`config.mk`:
```
export PLATFORM = sky130hd
export DESIGN_NAME = serial_add_ctrl
export DESIGN_NICKNAME = d
export VERILOG_FILES = /design/src/rtl/serial_add_ctrl.sv
export SDC_FILE = /design/constraint.sdc
export NUM_CORES = 1
export LEC_CHECK = 0
export BUFFER_PORTS_ARGS = -buffer_cell sky130_fd_sc_hd__buf_2
export CAP_MARGIN = 20
export CORE_ASPECT_RATIO = 1.1
export CORE_MARGIN = 2
export CORE_UTILIZATION = 59
export CTS_BUF_LIST = sky130_fd_sc_hd__clkbuf_16
export CTS_CLUSTER_SIZE = 25
export DETAILED_ROUTE_END_ITERATION = 6
export GPL_TIMING_DRIVEN = 0
export PLACE_DENSITY_LB_ADDON = 0.3
export SYNTH_ARGS = -nofsm -noshare
export SYNTH_HDL_FRONTEND = slang
export SYNTH_SLANG_ARGS = --single-unit
```
`constraint.sdc`:
```
create_clock -name clk -period 4.6 [get_ports clk]
set_clock_uncertainty 0.1 [all_clocks]
set_input_delay 0.46 -clock clk [delete_from_list [all_inputs] [get_ports clk]]
set_output_delay 0.46 -clock clk [all_outputs]
set_load 0.005 [all_outputs]
```
`src/rtl/serial_add_ctrl.sv`:
```
`default_nettype none
// ============================================================================
// Module      : serial_add_ctrl (with helper cell ha)
// Description : Bit-serial adder controller. One full-adder cell, built from
//               two half-adder instances and an OR gate for the carry, is
//               shared across all bit positions. The cell is stepped LSB-first
//               for WIDTH cycles, and a carry flop links each bit to the next.
//               The result is registered and flagged by a one-cycle done pulse.
// Ports       : clk    - rising-edge clock
//               rst_n  - asynchronous active-low reset
//               start  - begin an addition (sampled only in IDLE)
//               a, b   - WIDTH-bit operands, captured on the accepting edge
//               busy   - high while bits are being processed (ADD)
//               done   - one-cycle completion pulse
//               sum    - registered WIDTH-bit result, held until next completion
//               cout   - registered MSB carry-out, held with sum
// Revision    : 1.0 - initial release
// ============================================================================

module ha (
    input  logic x,
    input  logic y,
    output logic s,
    output logic c
);
    assign s = x ^ y;
    assign c = x & y;
endmodule

module serial_add_ctrl #(
    parameter int WIDTH = 8
) (
    input  logic             clk,
    input  logic             rst_n,
    input  logic             start,
    input  logic [WIDTH-1:0] a,
    input  logic [WIDTH-1:0] b,
    output logic             busy,
    output logic             done,
    output logic [WIDTH-1:0] sum,
    output logic             cout
);

    localparam int CNT_W = $clog2(WIDTH);
    localparam logic [CNT_W-1:0] C_LAST_BIT = CNT_W'(WIDTH - 1);

    typedef enum logic [1:0] {
        S_IDLE = 2'd0,
        S_ADD  = 2'd1,
        S_DONE = 2'd2
    } state_t;

    state_t r_state;
    state_t w_state_next;

    logic [WIDTH-1:0] r_ra;
    logic [WIDTH-1:0] r_rb;
    // Only WIDTH-1 partial bits need storing: the final bit goes straight
    // from the cell into the result register on the completing edge.
    logic [WIDTH-2:0] r_rs;
    logic             r_c;
    logic [CNT_W-1:0] r_cnt;

    logic             w_p;
    logic             w_g;
    logic             w_s;
    logic             w_pc;
    logic             w_co;
    logic [WIDTH-1:0] w_rs_full;
    logic             w_accept;
    logic             w_last;

    // Shared full-adder cell: propagate/generate, then fold in the carry.
    ha u_ha0 (
        .x (r_ra[0]),
        .y (r_rb[0]),
        .s (w_p),
        .c (w_g)
    );

    ha u_ha1 (
        .x (w_p),
        .y (r_c),
        .s (w_s),
        .c (w_pc)
    );

    assign w_co      = w_g | w_pc;
    assign w_rs_full = {w_s, r_rs};
    assign w_accept  = (r_state == S_IDLE) && start;
    assign w_last    = (r_state == S_ADD) && (r_cnt == C_LAST_BIT);

    assign busy = (r_state == S_ADD);
    assign done = (r_state == S_DONE);

    // State register
    always_ff @(posedge clk or negedge rst_n) begin
        if (!rst_n) begin
            r_state <= S_IDLE;
        end else begin
            r_state <= w_state_next;
        end
    end

    // Next-state logic; any unencoded state falls back to IDLE.
    always_comb begin
        w_state_next = S_IDLE;
        case (r_state)
            S_IDLE:  w_state_next = start  ? S_ADD  : S_IDLE;
            S_ADD:   w_state_next = w_last ? S_DONE : S_ADD;
            S_DONE:  w_state_next = S_IDLE;
            default: w_state_next = S_IDLE;
        endcase
    end

    // Datapath: operand/result shift registers, carry flop, bit counter.
    always_ff @(posedge clk or negedge rst_n) begin
        if (!rst_n) begin
            r_ra  <= '0;
            r_rb  <= '0;
            r_rs  <= '0;
            r_c   <= 1'b0;
            r_cnt <= '0;
            sum   <= '0;
            cout  <= 1'b0;
        end else if (w_accept) begin
            r_ra  <= a;
            r_rb  <= b;
            r_c   <= 1'b0;
            r_cnt <= '0;
        end else if (r_state == S_ADD) begin
            r_ra <= {1'b0, r_ra[WIDTH-1:1]};
            r_rb <= {1'b0, r_rb[WIDTH-1:1]};
            r_rs <= w_rs_full[WIDTH-1:1];
            r_c  <= w_co;
            if (w_last) begin
                // Counter stops at the last bit rather than wrapping.
                sum  <= w_rs_full;
                cout <= w_co;
            end else begin
                r_cnt <= r_cnt + CNT_W'(1);
            end
        end
    end

endmodule
`default_nettype wire

```
Word-level counts from Yosys, hierarchy flattened

Cells that the tools add are included.

Bits in registers: 38
Bits of input ports: 19
Output and inout bits: 11
Logic and storage cells: 38

$add $sub $neg: 1
Equality and inequality tests: 4
Mux-type cells: 12
Bitwise logic cells: 6
Reduce and logical (&&, ||, !) cells: 7

Operators by type and width:

| operator            | number |
|---|---|
| $mux 8              | 4 |
| $mux 3              | 3 |
| $pmux 2 s2          | 1 |
| $reduce_and 2->1    | 2 |
| $add 3x1->3 const B | 1 |
| $eq 3x3->1 const B  | 1 |
| $mux 1              | 3 |
| $reduce_and 3->1    | 1 |
| $and 1x1->1         | 2 |
| $eq 2x1->1 const B  | 1 |
| $eq 2x2->1 const B  | 1 |
| $logic_and 1x1->1   | 2 |
| $logic_not 2->1     | 1 |
| $mux 2              | 1 |
| $ne 2x2->1 const B  | 1 |
| $reduce_bool 2->1   | 1 |
| $xor 1x1->1         | 2 |
| $not 1->1           | 1 |
| $or 1x1->1          | 1 |

Logic depth before layout (Yosys ltp)

Depth in word-level cells: 5
Gate-level depth with buffers: 6
Gate-level depth less buffers: 5

By module

From an unflattened synthesis, not the netlist that was laid out.

Cell total of the unflattened synthesis: 150
Area, all modules: 1725.4 sq um

Modules (own cells, without submodules):

| module          | instances | cells each | area an instance (sq um) | sequential area each (sq um) |
|---|---|---|---|---|
| serial_add_ctrl | 1         | 148        | 1700.4                   | 950.9 |
| ha              | 2         | 1          | 12.5                     | 0.0 |

Worst setup path before layout

Ideal clock, no wire load.

Path kind: reg-to-reg
From: register r_cnt[0]
To: register r_cnt[0]
Setup time: 0.121 ns
Data arrival time: 1.333 ns
Required time: 4.379 ns
Setup slack: 3.046 ns
Cell stages (with the launch flop): 6
Path buffers: 0
Period minus slack after synthesis: 1.554 ns
Path through: dfrtp_1 ha_1 ha_1 nor2_1 mux2_2 a22o_1

Cells in the longest elaborated chain, start to end: 4
Elaborated cells on any way between the ends: 8
Those cells by class: 1 x add/sub; 2 x eq/ne; 3 x mux; 2 x reduce/logical

Ends and longest elaborated chain:

| element                                     | RTL line | RTL |
|---|---|---|
| start, declared                             | 62       | `logic [CNT_W-1:0] r_cnt;` |
| start signal, assigned                      | 141      | `r_cnt <= r_cnt + CNT_W'(1);` |
| $add 3x1->3 or $eq 3x3->1 (tied branches)   | 141, 91  |  |
| $mux 3 or $logic_and 1x1->1 (tied branches) | 136, 91  |  |
| $mux 3 or $ne 2x2->1 (tied branches)        | n/a      |  |
| $mux 3 or $reduce_and 2->1 (tied branches)  | n/a      |  |

Several ways; a longest one is shown, not always the timed one. The select of a mux whose other input is x is not followed.
A chain may end at the register's enable or synchronous reset.

Final worst setup path

From: register r_state[1]
To: output port done

Cells in the longest elaborated chain, start to end: 1

Ends and longest elaborated chain:

| element                | RTL line | RTL |
|---|---|---|
| start, declared        | 53       | `state_t r_state;` |
| start signal, assigned | 101      | `r_state <= w_state_next;` |
| $eq 2x2->1             | 94       | `assign done = (r_state == S_DONE);` |
| end, declared          | 39       | `output logic done,` |

No other way between the ends.

==> metrics.md <==
| Metric | Value |
|---|---|
| Cell taking the most area after synthesis | dfrtp_1 |
| Die area | 0.00345 mm² |
| Largest family of logic cells by synthesized area | compound AO/OA/AOI/OAI gates |
| Ranking of synthesized cells by area | dfrtp_1, mux2_4, nand2_1 |
| Total track usage | 23.3% |
| Seq/Total Area, Yosys | between 50% and 60% |
| Fraction of layout cells with a size suffix above 1 | between 20% and 30% |
| # hold bufs at CTS | 0 |
| Total of max-cap violations | 0 |
| Commonest cells post-synth | dfrtp_1, nand2_1, mux2_4, nand2b_1, o21ai_1 |
| Inserted Clock Buffers | 5 |
| CTS tree | yes |
| Simple-gate share of the synthesized area | 15.0% |
| Leak | roughly 1.1 nW |
| Slew HR | 44.5% |
| Startpoint class of the critical path | register |
| CP Capture Type | primary output |
| Synth Area in Adders | 2.55% |
| Mean post-synth cell area | 11.5 µm² |
| Resized Gates After CTS | 0 |
| Vias in the first global route | 1284 |
| Antenna violations before repair | 0 |
| NetSw | 472 µW |
| Final Instance Count excl. Fillers | 223 |
| Fin crit period | roughly 2 ns |
| # H-tree levels | 2 |
| Starting DRT DRC Count | 29 |
| GRT overflow | 0 |
| CP arrival | 1.44 ns |
| DRC viols | 0 |
| # Post-CTS Setup Buffers | 0 |
| Switch share | roughly a third |
| Initial Utilization | between 60% and 70% |
| Top-area cell type share of the netlist area | between 50% and 60% |
| Top FF cell, synth | dfrtp_1 |
| Post-Syn Area | 0.00177 mm² |
| Final Hold Fails | 0 |
| CTS Buffer Depth | 2 |
| #FFs+latches synth | 38 |
| Setup Viol. Count Final | 0 |
| Max VDD drop | ~0.56 mV |
| PortBufs | 29 |
| Die height | 61.4 µm |
| Multiplexer share of the synthesized area | under 10% |
| RSZ-0062 raised after global routing | false |
| Distinct cells, synth | 31 |
| CP top delay family | buffers and inverters |
| Placement Rows | 20 |
| Setup TNS | 0 ns |
| Avg WL per Cell | ~15 µm |
| Routability cong. | 0.759 |
| Post-DP HPWL | 2340 µm |
| Setup Crit Path Kind | register to primary output |
| WHS | between 0.15 and 0.2 ns |
| Crit path required time | 4.04 ns |
| Worst path cell trace | buf_2, buf_4, buf_4, nor2b_1, buf_2 |
| Area delta synth->final | 18.3% |
| Number of clock sinks | 38 |
| Max Fclk | between 400 and 500 MHz |
| Path category of the worst min-delay check | primary input to asynchronous set/reset pin |
| Largest net degree at the start of global routing | 39 |
| Crit-path slowest cell | dfrtp_1 |
| Internal power | a little under 1 mW |
| Clock Latency Late Sink | approximately 0.28 ns |
| Via density | 5.69 |
| Flop pwr share | 40.4% |
| Comb power frac | a little under two fifths |
| Fin nets | 211 |
| Core Region | 0.00280 mm² |
| EDFF count, synth | 0 |
| Worst path max stage delay | 0.37 ns |
| Worst path buffer plus inverter count | 4 |
| Status | completed |
| DRT Wirelength | approximately 3400 µm |
| Slew @ Worst Pin | 0.833 ns |
| Final Slew Violations | 0 |
| Post-synthesis compound-gate area fraction | 15.4% |
| Synth Instances | around 150 |
| 1st-pass router iterations | 4 |
| Final Cycle Share | 43.5% |
| Clk pin slew, worst setup/hold paths | 0.05 ns |
| Clock Power Share | approximately 22% |
| Die width | 56.2 µm |
| Via count | 1268 |
| Antenna viol nets, final | 0 |
| Ports | 30 |
| Cell with the most instances after synthesis | dfrtp_1 |
| Area post-placement | roughly 0.002 mm² |
| Clock root buffer | clkbuf_16 |
| Post-Synth XOR/XNOR Area | 0% |
| Max Fanout on Critical Path | 10 |
| Dpl cells | 215 |
| Ant. Diodes | 0 |
| Net Count, Synth | 175 |
| Warnings from Yosys | 0 |
| Share of flip-flops with an asynchronous set or reset | 100% |
| Final instance area | 0.00209 mm² |
| Pwr dens | 687 mW/mm² |
| First-pass GRT wire length | 6040 µm |
placed cells by master, fill, tap and decap left out, types with 3 or more instances in the layout:
cell type and n:
a221o_1 7, o21ai_1 8, nor2_1 3, dfrtp_1 38, o22a_1 3, nand2_1 30
mux2_4 9, a2bb2oi_1 3, o21ai_0 3, clkbuf_16 5, inv_1 4, nand2b_1 9
buf_2 32, a22o_1 6
logic make-up (layout without fill, tap and decap cells):
kind of cell | Yosys count | count (layout)
simple gates | 53 | 53
compound gates | 35 | 35
flops | 38 | 38
buf+inv | 14 | 51
mux | 10 | 10
fa+ha+maj | 3 | 3
registers in the layout (all words and copies together), names as in the netlist:
register  count
cout          1
r_c           1
r_cnt         3
r_ra          8
r_rb          8
r_rs          7
r_state       2
sum           8
stage by stage:
stage | util [%] | worst slack, ns | power (mW)
3_3_place_gp | 69.7 | 2.90 | 1.08
3_5_place_dp | 69.7 | 2.89 | 1.12
2_1_floorplan | - | 3.05 | 0.967
4_1_cts | 74.6 | 2.59 | 1.45
5_1_grt | 74.6 | 2.48 | 1.55
6_report | 74.6 | 2.60 | 1.44
power groups by stage:
stage / clock network [mW] / logic, mW / registers, mW
floorplan: 0 / 0.403 / 0.564
global placement: 0 / 0.506 / 0.574
detailed placement: 0 / 0.536 / 0.585
CTS: 0.325 / 0.541 / 0.580
global route: 0.343 / 0.606 / 0.598
finish: 0.320 / 0.536 / 0.580
path summary, 6_finish.rpt:
check / end / depth (start not counted) / slack, ns / startpoint
min in group clk: r_ra[7] / 3 / 0.31 / a[7]
worst min-delay path: r_cnt[2] / 1 / 0.19 / rst_n
worst max-delay path: done / 5 / 2.60 / r_state[1]
worst max register to register: r_cnt[0] / 5 / 2.91 / r_cnt[0]
worst min register to register: r_rs[0] / 2 / 0.38 / r_rs[0]
max in group asynchronous: r_state[1] / 1 / 3.69 / rst_n
worst reg2reg max path: stages, from the launching register on:
cell and delay, ns:
dfrtp_1 0.38, ha_1 0.17, ha_1 0.35, nor2_1 0.12, mux2_2 0.28, a22o_1 0.17
layout make-up:
class,count,area [µm²]
multi-input combinational,101,729
buffer,9,60.1
tap,33,41.3
timing repair buffer,29,145
clock inverter,3,12.5
fill,199,712
inverter,5,26.3
clock buffer,5,125
sequential,38,951
layer usage:
layer	vias up	GRT usage, %	part of all wire [%]
met1	625	31.0	46
met5	-	0	0
met3	2	6.51	4.6
met2	33	37.8	49
met4	0	7.82	0.50
li1	608	-	-
No activity file was read; power rests on OpenSTA's default activity.
